[config.mk]
export PLATFORM = sky130hd
export DESIGN_NAME = svpwm_gate_decoder_flat
export DESIGN_NICKNAME = d
export VERILOG_FILES = /design/src/rtl/svpwm_gate_decoder_if.sv /design/src/rtl/svpwm_gate_decoder.sv /design/src/flat_wrapper.sv
export SDC_FILE = /design/constraint.sdc
export NUM_CORES = 1
export LEC_CHECK = 0
export BUFFER_PORTS_ARGS = -buffer_cell sky130_fd_sc_hd__buf_2
export CORE_UTILIZATION = 59
export CTS_CLUSTER_DIAMETER = 100
export CTS_CLUSTER_SIZE = 24
export DETAILED_ROUTE_END_ITERATION = 10
export PLACE_DENSITY = 0.8
export SYNTH_ARGS = -nofsm -noshare
export SYNTH_HDL_FRONTEND = slang
export SYNTH_SLANG_ARGS = --single-unit
[constraint.sdc]
create_clock -name CLK -period 3.4 [get_ports CLK]
set_clock_uncertainty 0.1 [all_clocks]
set_input_delay 0.85 -clock CLK [delete_from_list [all_inputs] [get_ports CLK]]
set_output_delay 0.85 -clock CLK [all_outputs]
set_load 0.1 [all_outputs]
[src/rtl/svpwm_gate_decoder_if.sv]
`default_nettype none
// svpwm_gate_decoder_if: six-switch SVPWM gate bus plus the decoded half-period results.
// Rev 1.0
interface svpwm_gate_decoder_if #(
  parameter int CNT_W = 8
);
  logic             T_1, T_2, T_3;
  logic             T_4, T_5, T_6;
  logic [3:0]       sektor;
  logic [CNT_W-1:0] time_vector1;
  logic [CNT_W-1:0] time_vector2;
  logic             dir;
  logic             valid;
  logic             gates_off;
  logic             shoot_fault;
  logic             dead_fault;
  logic             seq_err;

  modport master (
    output T_1, T_2, T_3, T_4, T_5, T_6,
    input  sektor, time_vector1, time_vector2, dir, valid,
    input  gates_off, shoot_fault, dead_fault, seq_err
  );

  modport slave (
    input  T_1, T_2, T_3, T_4, T_5, T_6,
    output sektor, time_vector1, time_vector2, dir, valid,
    output gates_off, shoot_fault, dead_fault, seq_err
  );
endinterface
`default_nettype wire

[src/rtl/svpwm_gate_decoder.sv]
`default_nettype none
// svpwm_gate_decoder: passive gate-bus monitor recovering sector/dwell per half-period and flagging faults.
// Rev 1.0
module svpwm_gate_decoder #(
  parameter int DEAD_MAX = 4,
  parameter int CNT_W    = 8
) (
  input  logic                CLK,
  input  logic                RST_N,
  svpwm_gate_decoder_if.slave bus
);
  typedef enum logic [1:0] {
    IDLE = 2'd0,
    ZERO = 2'd1,
    ACT1 = 2'd2,
    ACT2 = 2'd3
  } state_t;

  localparam int               DW       = $clog2(DEAD_MAX + 2);
  localparam logic [DW-1:0]    DEAD_LIM = DW'(DEAD_MAX + 1);
  localparam logic [CNT_W-1:0] CNT_ONE  = {{(CNT_W-1){1'b0}}, 1'b1};
  localparam logic [CNT_W-1:0] CNT_SAT  = {CNT_W{1'b1}};

  logic [2:0]       up, lo, code_q, code, cidx, dead_hit;
  logic             gates_off_q, is_zero, fire, err, dir_nx;
  state_t           state, state_nx;
  logic [2:0]       idx_a, idx_b, idx_a_nx, idx_b_nx, sek_nx;
  logic [CNT_W-1:0] cnt_a, cnt_b, cnt_a_nx, cnt_b_nx, t1_nx, t2_nx;

  function automatic logic [2:0] vec_idx(input logic [2:0] c);
    case (c)
      3'b101:  return 3'd0;
      3'b001:  return 3'd1;
      3'b011:  return 3'd2;
      3'b010:  return 3'd3;
      3'b110:  return 3'd4;
      3'b100:  return 3'd5;
      default: return 3'd0;
    endcase
  endfunction

  function automatic logic [2:0] nxt6(input logic [2:0] i);
    return (i == 3'd5) ? 3'd0 : i + 3'd1;
  endfunction

  function automatic logic [2:0] prv6(input logic [2:0] i);
    return (i == 3'd0) ? 3'd5 : i - 3'd1;
  endfunction

  function automatic logic [CNT_W-1:0] sat_inc(input logic [CNT_W-1:0] c);
    return (c == CNT_SAT) ? c : c + CNT_ONE;
  endfunction

  always_ff @(posedge CLK) begin
    if (!RST_N) begin
      up          <= '0;
      lo          <= '0;
      gates_off_q <= 1'b0;
      code_q      <= '0;
    end else begin
      up          <= {bus.T_3, bus.T_2, bus.T_1};
      lo          <= {bus.T_6, bus.T_5, bus.T_4};
      gates_off_q <= ~|{bus.T_1, bus.T_2, bus.T_3, bus.T_4, bus.T_5, bus.T_6};
      code_q      <= code;
    end
  end

  // A leg in its dead band keeps the last driven level so dead time counts toward the outgoing vector
  always_comb begin
    code = code_q;
    for (int i = 0; i < 3; i++) begin
      if (up[i] || lo[i] || gates_off_q) code[i] = up[i];
    end
  end

  assign cidx    = vec_idx(code);
  assign is_zero = (code == 3'b000) || (code == 3'b111);

  for (genvar g = 0; g < 3; g++) begin : g_leg
    logic [DW-1:0] dead_cnt;
    always_ff @(posedge CLK) begin
      if (!RST_N)                          dead_cnt <= '0;
      else if (up[g] || lo[g] || gates_off_q) dead_cnt <= '0;
      else if (dead_cnt != DEAD_LIM)       dead_cnt <= dead_cnt + DW'(1);
    end
    assign dead_hit[g] = (dead_cnt == DEAD_LIM);
  end

  always_ff @(posedge CLK) begin
    if (!RST_N) state <= IDLE;
    else        state <= state_nx;
  end

  always_comb begin
    state_nx = state;
    idx_a_nx = idx_a;
    idx_b_nx = idx_b;
    cnt_a_nx = cnt_a;
    cnt_b_nx = cnt_b;
    fire     = 1'b0;
    err      = 1'b0;
    sek_nx   = idx_a;
    t1_nx    = cnt_a;
    t2_nx    = '0;
    dir_nx   = 1'b0;
    if (gates_off_q) begin
      state_nx = IDLE;
      cnt_a_nx = '0;
      cnt_b_nx = '0;
    end else begin
      case (state)
        IDLE: if (is_zero) state_nx = ZERO;
        ZERO: begin
          if (!is_zero) begin
            state_nx = ACT1;
            idx_a_nx = cidx;
            cnt_a_nx = CNT_ONE;
            cnt_b_nx = '0;
          end
        end
        ACT1: begin
          if (is_zero) begin
            fire     = 1'b1;
            state_nx = ZERO;
          end else if (cidx == idx_a) begin
            cnt_a_nx = sat_inc(cnt_a);
          end else if (cidx == nxt6(idx_a) || cidx == prv6(idx_a)) begin
            state_nx = ACT2;
            idx_b_nx = cidx;
            cnt_b_nx = CNT_ONE;
          end else begin
            err      = 1'b1;
            state_nx = IDLE;
          end
        end
        ACT2: begin
          if (is_zero) begin
            fire     = 1'b1;
            state_nx = ZERO;
            if (idx_b == nxt6(idx_a)) begin
              t2_nx = cnt_b;
            end else begin
              sek_nx = idx_b;
              t1_nx  = cnt_b;
              t2_nx  = cnt_a;
              dir_nx = 1'b1;
            end
          end else if (cidx == idx_b) begin
            cnt_b_nx = sat_inc(cnt_b);
          end else begin
            err      = 1'b1;
            state_nx = IDLE;
          end
        end
        default: state_nx = IDLE;
      endcase
    end
  end

  always_ff @(posedge CLK) begin
    if (!RST_N) begin
      idx_a            <= '0;
      idx_b            <= '0;
      cnt_a            <= '0;
      cnt_b            <= '0;
      bus.sektor       <= '0;
      bus.time_vector1 <= '0;
      bus.time_vector2 <= '0;
      bus.dir          <= 1'b0;
      bus.valid        <= 1'b0;
      bus.seq_err      <= 1'b0;
      bus.shoot_fault  <= 1'b0;
      bus.dead_fault   <= 1'b0;
    end else begin
      idx_a       <= idx_a_nx;
      idx_b       <= idx_b_nx;
      cnt_a       <= cnt_a_nx;
      cnt_b       <= cnt_b_nx;
      bus.valid   <= fire;
      bus.seq_err <= err;
      if (fire) begin
        bus.sektor       <= {1'b0, sek_nx};
        bus.time_vector1 <= t1_nx;
        bus.time_vector2 <= t2_nx;
        bus.dir          <= dir_nx;
      end
      bus.shoot_fault <= bus.shoot_fault | (|(up & lo));
      bus.dead_fault  <= bus.dead_fault | (|dead_hit);
    end
  end

  assign bus.gates_off = gates_off_q;
endmodule
`default_nettype wire
[src/flat_wrapper.sv]
// flat-port wrapper written by rule: the top's interface ports become plain ports
module svpwm_gate_decoder_flat 
#(
  parameter int DEAD_MAX = 4,
  parameter int CNT_W    = 8
)
  (CLK, RST_N, bus_T_1, bus_T_2, bus_T_3, bus_T_4, bus_T_5, bus_T_6, bus_sektor, bus_time_vector1, bus_time_vector2, bus_dir, bus_valid, bus_gates_off, bus_shoot_fault, bus_dead_fault, bus_seq_err);
  svpwm_gate_decoder_if #(.CNT_W(CNT_W)) bus_i ();
  input  logic CLK;
  input  logic RST_N;
  input wire logic [$bits(bus_i.T_1)-1:0] bus_T_1;
  input wire logic [$bits(bus_i.T_2)-1:0] bus_T_2;
  input wire logic [$bits(bus_i.T_3)-1:0] bus_T_3;
  input wire logic [$bits(bus_i.T_4)-1:0] bus_T_4;
  input wire logic [$bits(bus_i.T_5)-1:0] bus_T_5;
  input wire logic [$bits(bus_i.T_6)-1:0] bus_T_6;
  output wire logic [$bits(bus_i.sektor)-1:0] bus_sektor;
  output wire logic [$bits(bus_i.time_vector1)-1:0] bus_time_vector1;
  output wire logic [$bits(bus_i.time_vector2)-1:0] bus_time_vector2;
  output wire logic [$bits(bus_i.dir)-1:0] bus_dir;
  output wire logic [$bits(bus_i.valid)-1:0] bus_valid;
  output wire logic [$bits(bus_i.gates_off)-1:0] bus_gates_off;
  output wire logic [$bits(bus_i.shoot_fault)-1:0] bus_shoot_fault;
  output wire logic [$bits(bus_i.dead_fault)-1:0] bus_dead_fault;
  output wire logic [$bits(bus_i.seq_err)-1:0] bus_seq_err;
  assign bus_i.T_1 = bus_T_1;
  assign bus_i.T_2 = bus_T_2;
  assign bus_i.T_3 = bus_T_3;
  assign bus_i.T_4 = bus_T_4;
  assign bus_i.T_5 = bus_T_5;
  assign bus_i.T_6 = bus_T_6;
  assign bus_sektor = bus_i.sektor;
  assign bus_time_vector1 = bus_i.time_vector1;
  assign bus_time_vector2 = bus_i.time_vector2;
  assign bus_dir = bus_i.dir;
  assign bus_valid = bus_i.valid;
  assign bus_gates_off = bus_i.gates_off;
  assign bus_shoot_fault = bus_i.shoot_fault;
  assign bus_dead_fault = bus_i.dead_fault;
  assign bus_seq_err = bus_i.seq_err;
  svpwm_gate_decoder #(.DEAD_MAX(DEAD_MAX), .CNT_W(CNT_W)) u_core (.CLK(CLK), .RST_N(RST_N), .bus(bus_i));
endmodule
# Yosys cells after proc, flatten, opt, wreduce, memory -nomap -nowiden
# Index checks and enable logic that the tools add are counted.
# word_totals
reg_bits,67
output_inout_bits,26
inputBits,8
word_cells,148
# op_classes
eq_ne,35
mux,52
add_sub_neg,7
n_bitwise,7
n_reduce_logical,27
# op_table
cell,count
two-way mux 8 bit,19
case mux 8 bit (3 select lines),1
equality test 3 bit (second input constant),7
two-way mux 3 bit,6
adder 8 x 1 -> 8 bit (second input constant),2
equality test 8 bit (second input constant),2
case mux 8 bit (2 select lines),1
equality test 3 bit,5
two-way mux 1 bit,15
case mux 3 bit (5 select lines),1
two-way mux 2 bit,7
adder 3 x 1 -> 3 bit (second input constant),4
!= test 2 bit (second input constant),6
AND reduction 5 bit,2
OR reduction 2 bit,5
!= test 3 bit (second input constant),3
logical OR 1 bit,8
!= test 2 x 1 -> 1 bit (second input constant),4
case mux 2 bit (4 select lines),1
AND reduction 8 bit,1
equality test 3 x 2 -> 1 bit (second input constant),2
logical NOT 3 bit,2
!= test 3 x 2 -> 1 bit (second input constant),2
OR reduction 3 bit,2
15 further kinds,20

# Longest topological paths before layout
# Gate-level depths: netlist of the first run.
# depth
ltp_word,11
depth_mapped,9
ltp_nobuf,7

# Worst setup path before layout of the first run
# Ideal clock, no wire load.
# synth_timing
kind,reg-to-reg
from,register u_core.gates_off_q (netlist: u_core.bus.gates_off)
to,register u_core.idx_b[0]
path_slack_ns,0.356
period_less_slack_ns,3.044
n_path_buf,1
required_time_ns,3.172
setup_time_ns,0.128
path_stages_with_launch,9
t_arrival_ns,2.817
path_cell_list,dfxtp_1 nor3b_2 or2_2 clkbuf_1 nor4_1 nor4_2 a2111oi_2 mux2i_1 nor2_1
# synth_between
elab_chain_len,7
elab_cells_between_ends,23
classes_between,eq/ne: 9; mux: 4; bitwise: 3; reduce/logical: 7
# synth_lines
element,line_no,text
start: declaration,svpwm_gate_decoder.sv:25,"logic gates_off_q, is_zero, fire, err, dir_nx;"
start signal: assignment,svpwm_gate_decoder.sv:63,"gates_off_q <= ~|{bus.T_1, bus.T_2, bus.T_3, bus.T_4, bus.T_5, bus.T_6};"
logical OR 1 bit,svpwm_gate_decoder.sv:72,if (up[i] || lo[i] || gates_off_q) code[i] = up[i];
two-way mux 1 bit,svpwm_gate_decoder.sv:72,
"equality test 3 bit, or another cell as far along",svpwm_gate_decoder.sv:31,case (c)
case mux 3 bit (5 select lines),svpwm_gate_decoder.sv:31,
"equality test 3 bit, on equally long branches","svpwm_gate_decoder.sv:127, svpwm_gate_decoder.sv:125",
logical OR 1 bit / inverter 1 bit (equally long branches),-,
AND reduction 5 bit (no line),-,
end signal: assignment,svpwm_gate_decoder.sv:176,idx_b <= idx_b_nx;
end: declaration,svpwm_gate_decoder.sv:27,"logic [2:0] idx_a, idx_b, idx_a_nx, idx_b_nx, sek_nx;"
# Several ways; a longest one is shown, not always the timed one.
# A chain may end at the register's enable or synchronous reset.

# Final worst setup path of the first run
# layout_timing
from,register u_core.gates_off_q (netlist: u_core.bus.gates_off)
to,register u_core.bus.time_vector1[5]
# layout_between
elab_chain_len,7
elab_cells_between_ends,15
classes_between,eq/ne: 1; mux: 9; reduce/logical: 5
# layout_lines
element,line_no,text
logical OR 1 bit,svpwm_gate_decoder.sv:72,
two-way mux 1 bit,svpwm_gate_decoder.sv:72,
equality test 3 bit / logical NOT 3 bit (equally long branches),svpwm_gate_decoder.sv:77,assign is_zero = (code == 3'b000) || (code == 3'b111);
logical OR 1 bit,svpwm_gate_decoder.sv:77,
two-way mux 8 bit / two-way mux 1 bit (equally long branches),"svpwm_gate_decoder.sv:137, svpwm_gate_decoder.sv:122",
two-way mux 8 bit / two-way mux 1 bit (equally long branches),-,
two-way mux 8 bit / two-way mux 1 bit (equally long branches),svpwm_gate_decoder.sv:106,if (gates_off_q) begin
end signal: assignment,svpwm_gate_decoder.sv:183,bus.time_vector1 <= t1_nx;
end: declaration,svpwm_gate_decoder_if.sv:27,"output sektor, time_vector1, time_vector2, dir, valid,"
# Several ways; a longest one is shown, not always the timed one.

==> results of run 1 <==
## state kept, by name (all words and copies together), names as in the netlist
name                     cells
u_core.idx_b                 3
u_core.lo                    3
u_core.up                    3
u_core.bus.shoot_fault       1
u_core.g_leg.dead_cnt        9
u_core.bus.dead_fault        1
u_core.idx_a                 3
u_core.bus.sektor            3
u_core.bus.gates_off         1
u_core.bus.time_vector2      8
u_core.cnt_b                 8
u_core.bus.valid             1
u_core.state                 2
u_core.bus.dir               1
u_core.bus.time_vector1      8
u_core.cnt_a                 8
u_core.code_q                3
u_core.bus.seq_err           1
## layout make-up
cell class              instances  area [sq um]
multi-input cells             308          1980
fillers                       463          1750
flip-flops and latches         67          1340
repair buffers                 37           198
clock buffers                  11           141
well taps                      72          90.1
inverters                      15          56.3
clock inverters                 5          52.6
## logic make-up after synthesis
| group | Yosys count | synth area share |
|---|---|---|
| xor gates and xnor gates | 7 | 0.0176 |
| and+or+nand+nor | 170 | 0.252 |
| AOI/OAI and AO/OA | 97 | 0.189 |
| DFF | 67 | 0.386 |
| other | 1 | 0.00108 |
| buffers and inverters | 37 | 0.0468 |
| muxes | 25 | 0.0781 |
| adders and majority gates | 8 | 0.0288 |
## cell usage in the layout (no fill, tap or decap), drive strengths merged, types with 8 or more instances in the layout
cell	netlist	layout
nand3	28	28
buf	7	37
nand2	28	28
o211ai	12	12
nor2	49	49
nor3	12	12
clkbuf	15	11
o21ai	22	22
a211oi	17	17
and3	8	8
and2	8	8
mux2i	17	17
inv	13	13
a21oi	19	19
dfxtp	67	67
ha	8	8
## layer usage
metal / vias to the layer above / GRT usage
met5: - / 0
met4: 0 / 0.0981
met3: 18 / 0.0598
met1: 1433 / 0.378
met2: 138 / 0.429
li1: 1561 / -
## worst max-delay path: stages, from the launching register on
cell	delay, ns
dfxtp_1	0.62
nor3b_2	0.17
nor2_1	0.39
a2bb2oi_1	0.26
nor3b_2	0.73
buf_4	0.35
nor2_1	0.07
a211oi_1	0.22
## path summary, 6_finish.rpt
| path | from | cells past startpoint | endpoint |
|---|---|---|---|
| worst max-delay path | u_core.bus.gates_off$_SDFF_PN0_ | 7 | u_core.bus.time_vector1[5]$_SDFFE_PN0P_ |
| worst min-delay path | u_core.bus.time_vector2[7]$_SDFFE_PN0P_ | 2 | u_core.bus.time_vector2[7]$_SDFFE_PN0P_ |
| worst max register to register | u_core.bus.gates_off$_SDFF_PN0_ | 7 | u_core.bus.time_vector1[5]$_SDFFE_PN0P_ |
| worst min register to register | u_core.bus.time_vector2[7]$_SDFFE_PN0P_ | 2 | u_core.bus.time_vector2[7]$_SDFFE_PN0P_ |
## where the power goes
group	switching, mW	leakage, nW	total [mW]	internal (mW)
logic	0.183	0.807	0.269	0.0858
registers	0.0276	0.544	0.835	0.807
clock network	0.293	0.0991	0.648	0.355
## per-stage QoR
| stage | cells | power (mW) | cell area, sq um | hold WS, ns |
|---|---|---|---|---|
| floorplan | 412 | 1.06 | 3470 | 0.372 |
| global placement | 499 | 1.11 | 3660 | 0.337 |
| detailed placement | 499 | 1.12 | 3660 | 0.342 |
| CTS | 515 | 1.76 | 3850 | 0.350 |
| global route | 515 | 1.82 | 3850 | 0.368 |
| finish | 515 | 1.75 | 3850 | 0.350 |
==> flow_summary.ini, run 1 <==
[status]
status = completed

[yosys]
ys_types = 57
syn_area_per_cell_sq_um = 8.43
synth_area_sq_um = 3470
synthMostInstantiatedCell = dfxtp_1
syn_inst = 412
synth_ff_type = dfxtp_1
yosys.area.top_type_share = 0.386
yosysTopAreaCell = dfxtp_1
yosysWarnings = 0
syn-num-nets = 428
netlist_top_cells_count = dfxtp_1 (67), nor2_1 (48), nand2_1 (28), nand3_1 (28), o21ai_0 (22)
synth_edf_count = 0
ys_async_sr_fraction = 0
yosysSeqAreaShare = 0.386
synthTopCellsByArea = dfxtp_1 (39%), nor2_1 (5.2%), mux2i_1 (4.9%), nand3_1 (4.0%), a211oi_1 (3.5%)
synth-seq-cells = 67

[flow_run]
cap_violations = 0

[critical_path]
cp.arrival_ns = 3.14
cp_max_fo = 18
worstSetupEndpointType = register
cp-start-kind = register
regToRegSetupSlack_ns = 0.40
cp.required_ns = 3.55
criticalPathCategory = register to register

[cts]
cts_resized = 0
htree_levels = 3
cts_root_buffer = clkbuf_8
numCtsBuffers = 9
clk_path_buf_depth = 2
cts.clk_slew.worst_paths_ns = 0.07
insertion_delay_ns = 0.34
tritoncts = yes
cts_sinks = 67
hold_buffers = 0
cts_setup_buffers = 0

[grt]
grt_usage = 0.277
grt_overflow = 0
antenna_found_initial = 0
grt_pass1_wl_microns = 13400
grt_max_degree = 21
grt_pass1_vias = 2821

[floorplan]
dieArea_sq_um = 6200
chipWidth_microns = 78.7
die_y_microns = 78.7
rows = 27
boundaryPins = 34
design.core.area_sq_um = 5610
start_util = 0.620

[power]
power_per_cell_area_nw_per_um2 = 454
p_leak_nw = 1.45
peakVddDrop_mv = 0.348

[detailed_routing]
wl_per_cell_microns = 15.6
dr.pass1.iters = 4
wl_met2_microns = 3520
dr_wl_met3_microns = 631
drtIter0Drc = 162
drcViolationCount = 0
top_layer = met4
via_count = 3150
vias_per_cell = 6.12
drt_wl_total_microns = 8020
antenna_left = 0
m1WireLength_microns = 3720

[placed_design]
place_congestion = 0.947
dp_hpwl_microns = 5730
pre_cts_ws_ns = 0.514
port_buffers = 32

[final_layout]
finalCoreUtilization = 0.687
final_nets = 454
drive_gt1_frac = 0.165
area_delta_synth_final_pct = 10.9
antenna_cells = 0

[timing]
setup_tns_ns = 0
rsz0062_at_grt = false
setup_ws_ns = 0.402
slew_viol_final = 0
slew_headroom = 0.446
tightest_slew_ns = 0.827
post-route-period-util = 0.882
hold_viol_final = 0
max_clock_freq_ghz = 0.334
period_minus_slack_ns = 3.00
setup_viol = 0

[min_path]
worst_hold_path_type = register to register
Power figures use the tool's default switching activity.
==> inputs of run 2 (changes only) <==
--- a/config.mk
+++ b/config.mk
@@ -5,12 +5,13 @@
 export SDC_FILE = /design/constraint.sdc
 export NUM_CORES = 1
 export LEC_CHECK = 0
+export ABC_AREA = 1
 export BUFFER_PORTS_ARGS = -buffer_cell sky130_fd_sc_hd__buf_2
-export CORE_UTILIZATION = 59
+export CORE_UTILIZATION = 45
 export CTS_CLUSTER_DIAMETER = 100
 export CTS_CLUSTER_SIZE = 24
 export DETAILED_ROUTE_END_ITERATION = 10
-export PLACE_DENSITY = 0.8
+export SETUP_SLACK_MARGIN = 0.4
 export SYNTH_ARGS = -nofsm -noshare
 export SYNTH_HDL_FRONTEND = slang
 export SYNTH_SLANG_ARGS = --single-unit
==> run 2 against run 1 <==
Compared with the run above:
- wire length is 13% higher
- synthesized cell count is 24% higher
- area after synthesis hardly changed
- highest routed layer unchanged
==> flow_summary.ini, run 2 <==
[yosys]
ys_async_sr_fraction = 0
syn_area_per_cell_sq_um = 6.78
syn_inst = 512
yosysTopAreaCell = dfxtp_1
synth_edf_count = 0
synth_area_sq_um = 3470
synthTopCellsByArea = dfxtp_1 (39%), nand2_1 (13%), a21oi_1 (7.5%), inv_1 (7.0%), nor2_1 (5.9%)
yosys.area.top_type_share = 0.386
synthMostInstantiatedCell = nand2_1
yosysWarnings = 0
yosysSeqAreaShare = 0.386
netlist_top_cells_count = nand2_1 (122), dfxtp_1 (67), inv_1 (65)
synth_ff_type = dfxtp_1
synth-seq-cells = 67
ys_types = 32
syn-num-nets = 528

[placed_design]
pre_cts_ws_ns = 0.389
place_congestion = 0.847
port_buffers = 32
dp_hpwl_microns = 6630

[min_path]
holdPathStages = 2
min_from = u_core.bus.time_vector2[1]$_SDFFE_PN0P_
worst_hold_path_type = register to register
holdPathEnd = u_core.bus.time_vector2[1]$_SDFFE_PN0P_

[final_layout]
finalCoreUtilization = 0.537
area_delta_synth_final_pct = 13.9
largest_reg_flops = 9
antenna_cells = 0
drive_gt1_frac = 0.125
top_register = u_core.g_leg.dead_cnt
layout_commonest_cell = nand2_1
layout_common_cells = nand2_1 (121), dfxtp_1 (67), inv_1 (65)
final_nets = 562

[critical_path]
cp_common_cell = nand2_1
cp-start-kind = register
crit_chain = nand2_1, nand2_1, nand2_1, inv_1, nor2_1, nor3_2, nand2_1, nand2_2, inv_1, a21oi_1, a21oi_1
crit_start = u_core.idx_a[0]$_SDFFE_PN0P_
worstSetupEndpointType = register
critPathMaxStageDelay_ns = 0.49
criticalPathCategory = register to register
slowest_stage = dfxtp_1
cp.arrival_ns = 2.79
cp.required_ns = 3.54
r2r_end = u_core.bus.time_vector1[5]$_SDFFE_PN0P_
reg2reg_from = u_core.idx_a[0]$_SDFFE_PN0P_
regToRegSetupSlack_ns = 0.75
reg2reg_depth = 11
cp_max_fo = 14

[cts]
cts_sinks = 67
tritoncts = yes
insertion_delay_ns = 0.35
cts_root_buffer = clkbuf_8
cts_setup_buffers = 0
cts.clk_slew.worst_paths_ns = 0.08
clk_path_buf_depth = 2
numCtsBuffers = 9
htree_levels = 3

[power]
finalPower_mw = 2.31
p_comb_frac = 0.274
swShare = 0.380
seq_power_share = 0.401
power_frac_clock = 0.324
power_per_cell_area_nw_per_um2 = 584
switching_power_mw = 0.879
internal_power_mw = 1.43
peakVddDrop_mv = 0.265
p_leak_nw = 1.94

[grt]
grt_pass1_vias = 3092
antenna_found_initial = 0
grt_max_degree = 25
grt_pass1_wl_microns = 15100
grt_overflow = 0
grt_usage = 0.238

[timing]
tightest_slew_ns = 0.619
setup_ws_ns = 0.750
post-route-period-util = 0.779
rsz0062_at_grt = false
hold_viol_final = 0
setup_tns_ns = 0
setup_viol = 0
slew_headroom = 0.584
period_minus_slack_ns = 2.65
slew_viol_final = 0
max_clock_freq_ghz = 0.377

[detailed_routing]
drt_wl_total_microns = 9070
vias_per_cell = 5.19
dr.pass1.iters = 5
drcViolationCount = 0
drtIter0Drc = 193
antenna_left = 0
via_count = 3375
wl_per_cell_microns = 14.0

[floorplan]
die_y_microns = 89.9
boundaryPins = 34
start_util = 0.471
chipWidth_microns = 89.9
dieArea_sq_um = 8070
design.core.area_sq_um = 7370
rows = 31

[flow_run]
cap_violations = 0

[status]
status = completed
-- run 2: cell count changes in the layout (fill, tap and decap cells not counted), moves of 16 or more --
cell,previous run,this run
nand2_1,28,121
inv_1,13,65
a21oi_1,19,52
mux2i_1,17,0
a211oi_1,16,0
o21ai_0,22,38
-- run 2: per-layer routing --
metal,global-route usage,routed length (microns),vias up
met5,0,0,-
met4,0.0659,96,0
met3,0.0668,629,9
met2,0.366,3980,109
met1,0.327,4360,1539
li1,-,-,1718
-- run 2: worst max-delay path, delay by kind of cell, from the launching register on --
kind                   cells  cell delay [ns]
AND/OR/NAND/NOR            7             1.36
flip-flops                 1             0.49
buffers and inverters      2             0.32
AO/OA/AOI/OAI              2             0.27
-- run 2: cells by family (layout without fill, tap and decap cells) --
logic type / count (synthesis) / after routing / share of synthesized area
and+or+nand+nor: 246 / 246 / 0.308
DFF: 67 / 67 / 0.386
other: 1 / 1 / 0.00108
AOI/OAI and AO/OA: 102 / 102 / 0.164
adders and majority gates: 8 / 8 / 0.0288
xor gates and xnor gates: 9 / 9 / 0.0227
buffers and inverters: 79 / 118 / 0.0893
-- run 2: cell type report --
cell class	count	area [sq um]
clock inverters	7	100
multi-input cells	366	1830
repair buffers	36	190
inverters	66	248
clock buffers	9	124
well taps	99	124
fillers	761	3410
flip-flops and latches	67	1340
-- run 2: how the worst max path moves through the flow --
| stage | endpoint | slack, ns | cells after the start |
|---|---|---|---|
| CTS | u_core.bus.time_vector1[5]$_SDFFE_PN0P_ | 0.52 | 11 |
| finish | u_core.bus.time_vector1[5]$_SDFFE_PN0P_ | 0.75 | 11 |
| global placement | u_core.bus.time_vector1[5]$_SDFFE_PN0P_ | 0.41 | 11 |
| global route | u_core.bus.time_vector1[0]$_SDFFE_PN0P_ | 0.42 | 11 |
| floorplan | u_core.cnt_b[1]$_SDFFE_PP0P_ | 0.72 | 13 |
| detailed placement | u_core.bus.sektor[1]$_SDFFE_PN0P_ | 0.39 | 11 |
-- run 2: metrics by stage --
stage | instances | hold slack (ns) | instance area [sq um]
finish | 650 | 0.372 | 3960
global route | 650 | 0.394 | 3960
CTS | 650 | 0.374 | 3950
detailed placement | 634 | 0.360 | 3720
global placement | 634 | 0.359 | 3720
floorplan | 512 | 0.339 | 3470
-- run 2: power groups by stage --
stage          combinational (mW)  clock (mW)  sequential (mW)
2_1_floorplan               0.402           0             1.02
3_3_place_gp                0.619           0            0.943
3_5_place_dp                0.624           0            0.942
4_1_cts                     0.628       0.768            0.924
5_1_grt                     0.705       0.806            0.936
6_report                    0.635       0.750            0.928
-- run 2: what timing repair did --
item                                    in CTS  in global routing
hold buffers                                 0                  0
gates resized for setup                      1                  1
pin swaps                                    0                  0
endpoints found under the setup margin       4                 11
==> inputs of run 3 (changes only) <==
==> constraint.sdc (replaced) <==
create_clock -name CLK -period 2.54 [get_ports CLK]
set_clock_uncertainty 0.1 [all_clocks]
set_input_delay 0.635 -clock CLK [delete_from_list [all_inputs] [get_ports CLK]]
set_output_delay 0.635 -clock CLK [all_outputs]
set_load 0.1 [all_outputs]
==> run 3 against run 2 <==
Compared with the run above:
- clock-buffer cell count increased by 1
- die area unchanged
- via count up 5.5%
- first-iteration DRC count rose by 27%
- register-to-register slack lost 0.34 ns
- hold slack lost 0.026 ns
- critical path depth is 2 higher
- critical path type unchanged
- largest cell class unchanged
- largest power group unchanged
==> flow_summary.ini, run 3 (synthesized netlist as in run 2, its figures left out) <==
[detailed_routing]
drtIter0Drc = 245
via_count = 3562
antenna_left = 0
wl_per_cell_microns = 14.5
drt_wl_total_microns = 9750
dr.pass1.iters = 4
drcViolationCount = 0
vias_per_cell = 5.29

[power]
peakVddDrop_mv = 0.372
power_per_cell_area_nw_per_um2 = 742
finalPower_mw = 3.17
p_leak_nw = 2.04

[final_layout]
final_nets = 586
area_delta_synth_final_pct = 23.2
largest_reg_flops = 9
top_register = u_core.g_leg.dead_cnt
layout_commonest_cell = nand2_1
drive_gt1_frac = 0.218
layout_common_cells = nand2_1 (111), dfxtp_1 (62), inv_1 (59)
antenna_cells = 0

[cts]
clk_path_buf_depth = 2
cts_sinks = 67
cts_root_buffer = clkbuf_8
numCtsBuffers = 9
cts.clk_slew.worst_paths_ns = 0.07
htree_levels = 3
tritoncts = yes
insertion_delay_ns = 0.36

[grt]
grt_overflow = 0
grt_pass1_wl_microns = 16100
antenna_found_initial = 0
grt_usage = 0.249
grt_pass1_vias = 3295
grt_max_degree = 25

[critical_path]
r2r_end = u_core.cnt_a[5]$_SDFFE_PP0P_
worst-path-buf-inv = 1
reg2reg_from = u_core.bus.gates_off$_SDFF_PN0_
cp.required_ns = 2.73
regToRegSetupSlack_ns = 0.41
cp.arrival_ns = 2.32
cp-start-kind = register
worstSetupEndpointType = register
crit_chain = nor2_4, a21oi_4, buf_6, nand3_1, nand3_4, nand2_2, nand2_2, nand3_4, o21ai_4, nand2_4, nand2_1, nand2_1, nor2_1
critPathMaxStageDelay_ns = 0.42
slowest_stage = dfxtp_4
reg2reg_depth = 13
cp_max_fo = 8
criticalPathCategory = register to register
path_delay_family = simple AND/OR/NAND/NOR gates

[timing]
max_clock_freq_ghz = 0.470
rsz0062_at_grt = true
period_minus_slack_ns = 2.13
slew_viol_final = 0
setup_viol = 0
setup_tns_ns = 0
hold_viol_final = 0
post-route-period-util = 0.838

[flow_run]
cap_violations = 0

[min_path]
worst_hold_path_type = primary input to register
holdPathStages = 2
min_from = bus_T_2
holdPathEnd = u_core.bus.gates_off$_SDFF_PN0_

[floorplan]
chipWidth_microns = 89.9
dieArea_sq_um = 8070
boundaryPins = 34
die_y_microns = 89.9
design.core.area_sq_um = 7370
start_util = 0.471
rows = 31

[placed_design]
port_buffers = 32
dp_hpwl_microns = 6820
place_congestion = 0.903

[status]
status = completed
run 3: routing by layer:
metal  track usage  vias up  share of wire
met4        0.0954        0          0.020
li1              -     1777              -
met3        0.0736       24          0.072
met1         0.328     1636           0.46
met5             0        -              0
met2         0.383      125           0.45
run 3: cell type report:
type,instances,area [sq um]
Fill cell,703,3090
Multi-Input combinational cell,368,2000
Sequential cell,67,1350
Timing Repair Buffer,56,348
Inverter,66,262
Clock buffer,10,128
Tap cell,99,124
Clock inverter,5,55.1
Timing Repair inverter,2,12.5
run 3: metrics by stage:
step	setup WS, ns	cells	hold slack, ns	instance area, sq um	utilization
2_1_floorplan	0.431	512	0.339	3480	-
3_3_place_gp	0.232	643	0.355	3800	0.515
3_5_place_dp	0.223	643	0.355	3800	0.515
4_1_cts	0.401	664	0.342	4090	0.554
5_1_grt	0.282	673	0.348	4280	0.581
6_report	0.413	673	0.346	4280	0.581
run 3: what timing repair did:
| item | in CTS | in global routing |
|---|---|---|
| pin swaps | 5 | 13 |
| gates resized for setup | 17 | 41 |
| hold buffers | 0 | 0 |
| cloned | 2 | 2 |
| setup buffers | 4 | 7 |
| setup endpoints to repair | 40 | 45 |
run 3: how the worst max path moves through the flow:
stage,startpoint,to,slack (ns),cells after the start
floorplan,u_core.bus.gates_off$_SDFF_PN0_,u_core.cnt_b[1]$_SDFFE_PP0P_,0.43,13
global placement,u_core.bus.gates_off$_SDFF_PN0_,u_core.bus.time_vector1[7]$_SDFFE_PN0P_,0.23,11
detailed placement,u_core.bus.gates_off$_SDFF_PN0_,u_core.bus.time_vector1[4]$_SDFFE_PN0P_,0.22,11
CTS,u_core.bus.gates_off$_SDFF_PN0_,u_core.cnt_a[0]$_SDFFE_PP0P_,0.40,12
global route,u_core.bus.gates_off$_SDFF_PN0_,u_core.cnt_b[3]$_SDFFE_PP0P_,0.28,15
finish,u_core.bus.gates_off$_SDFF_PN0_,u_core.cnt_a[5]$_SDFFE_PP0P_,0.41,13
run 3: report_power, final:
part	leakage, nW	internal (mW)	switching, mW
combinational	1.40	0.325	0.736
clock	0.0881	0.444	0.423
sequential	0.548	1.14	0.106
total	2.04	1.91	1.27
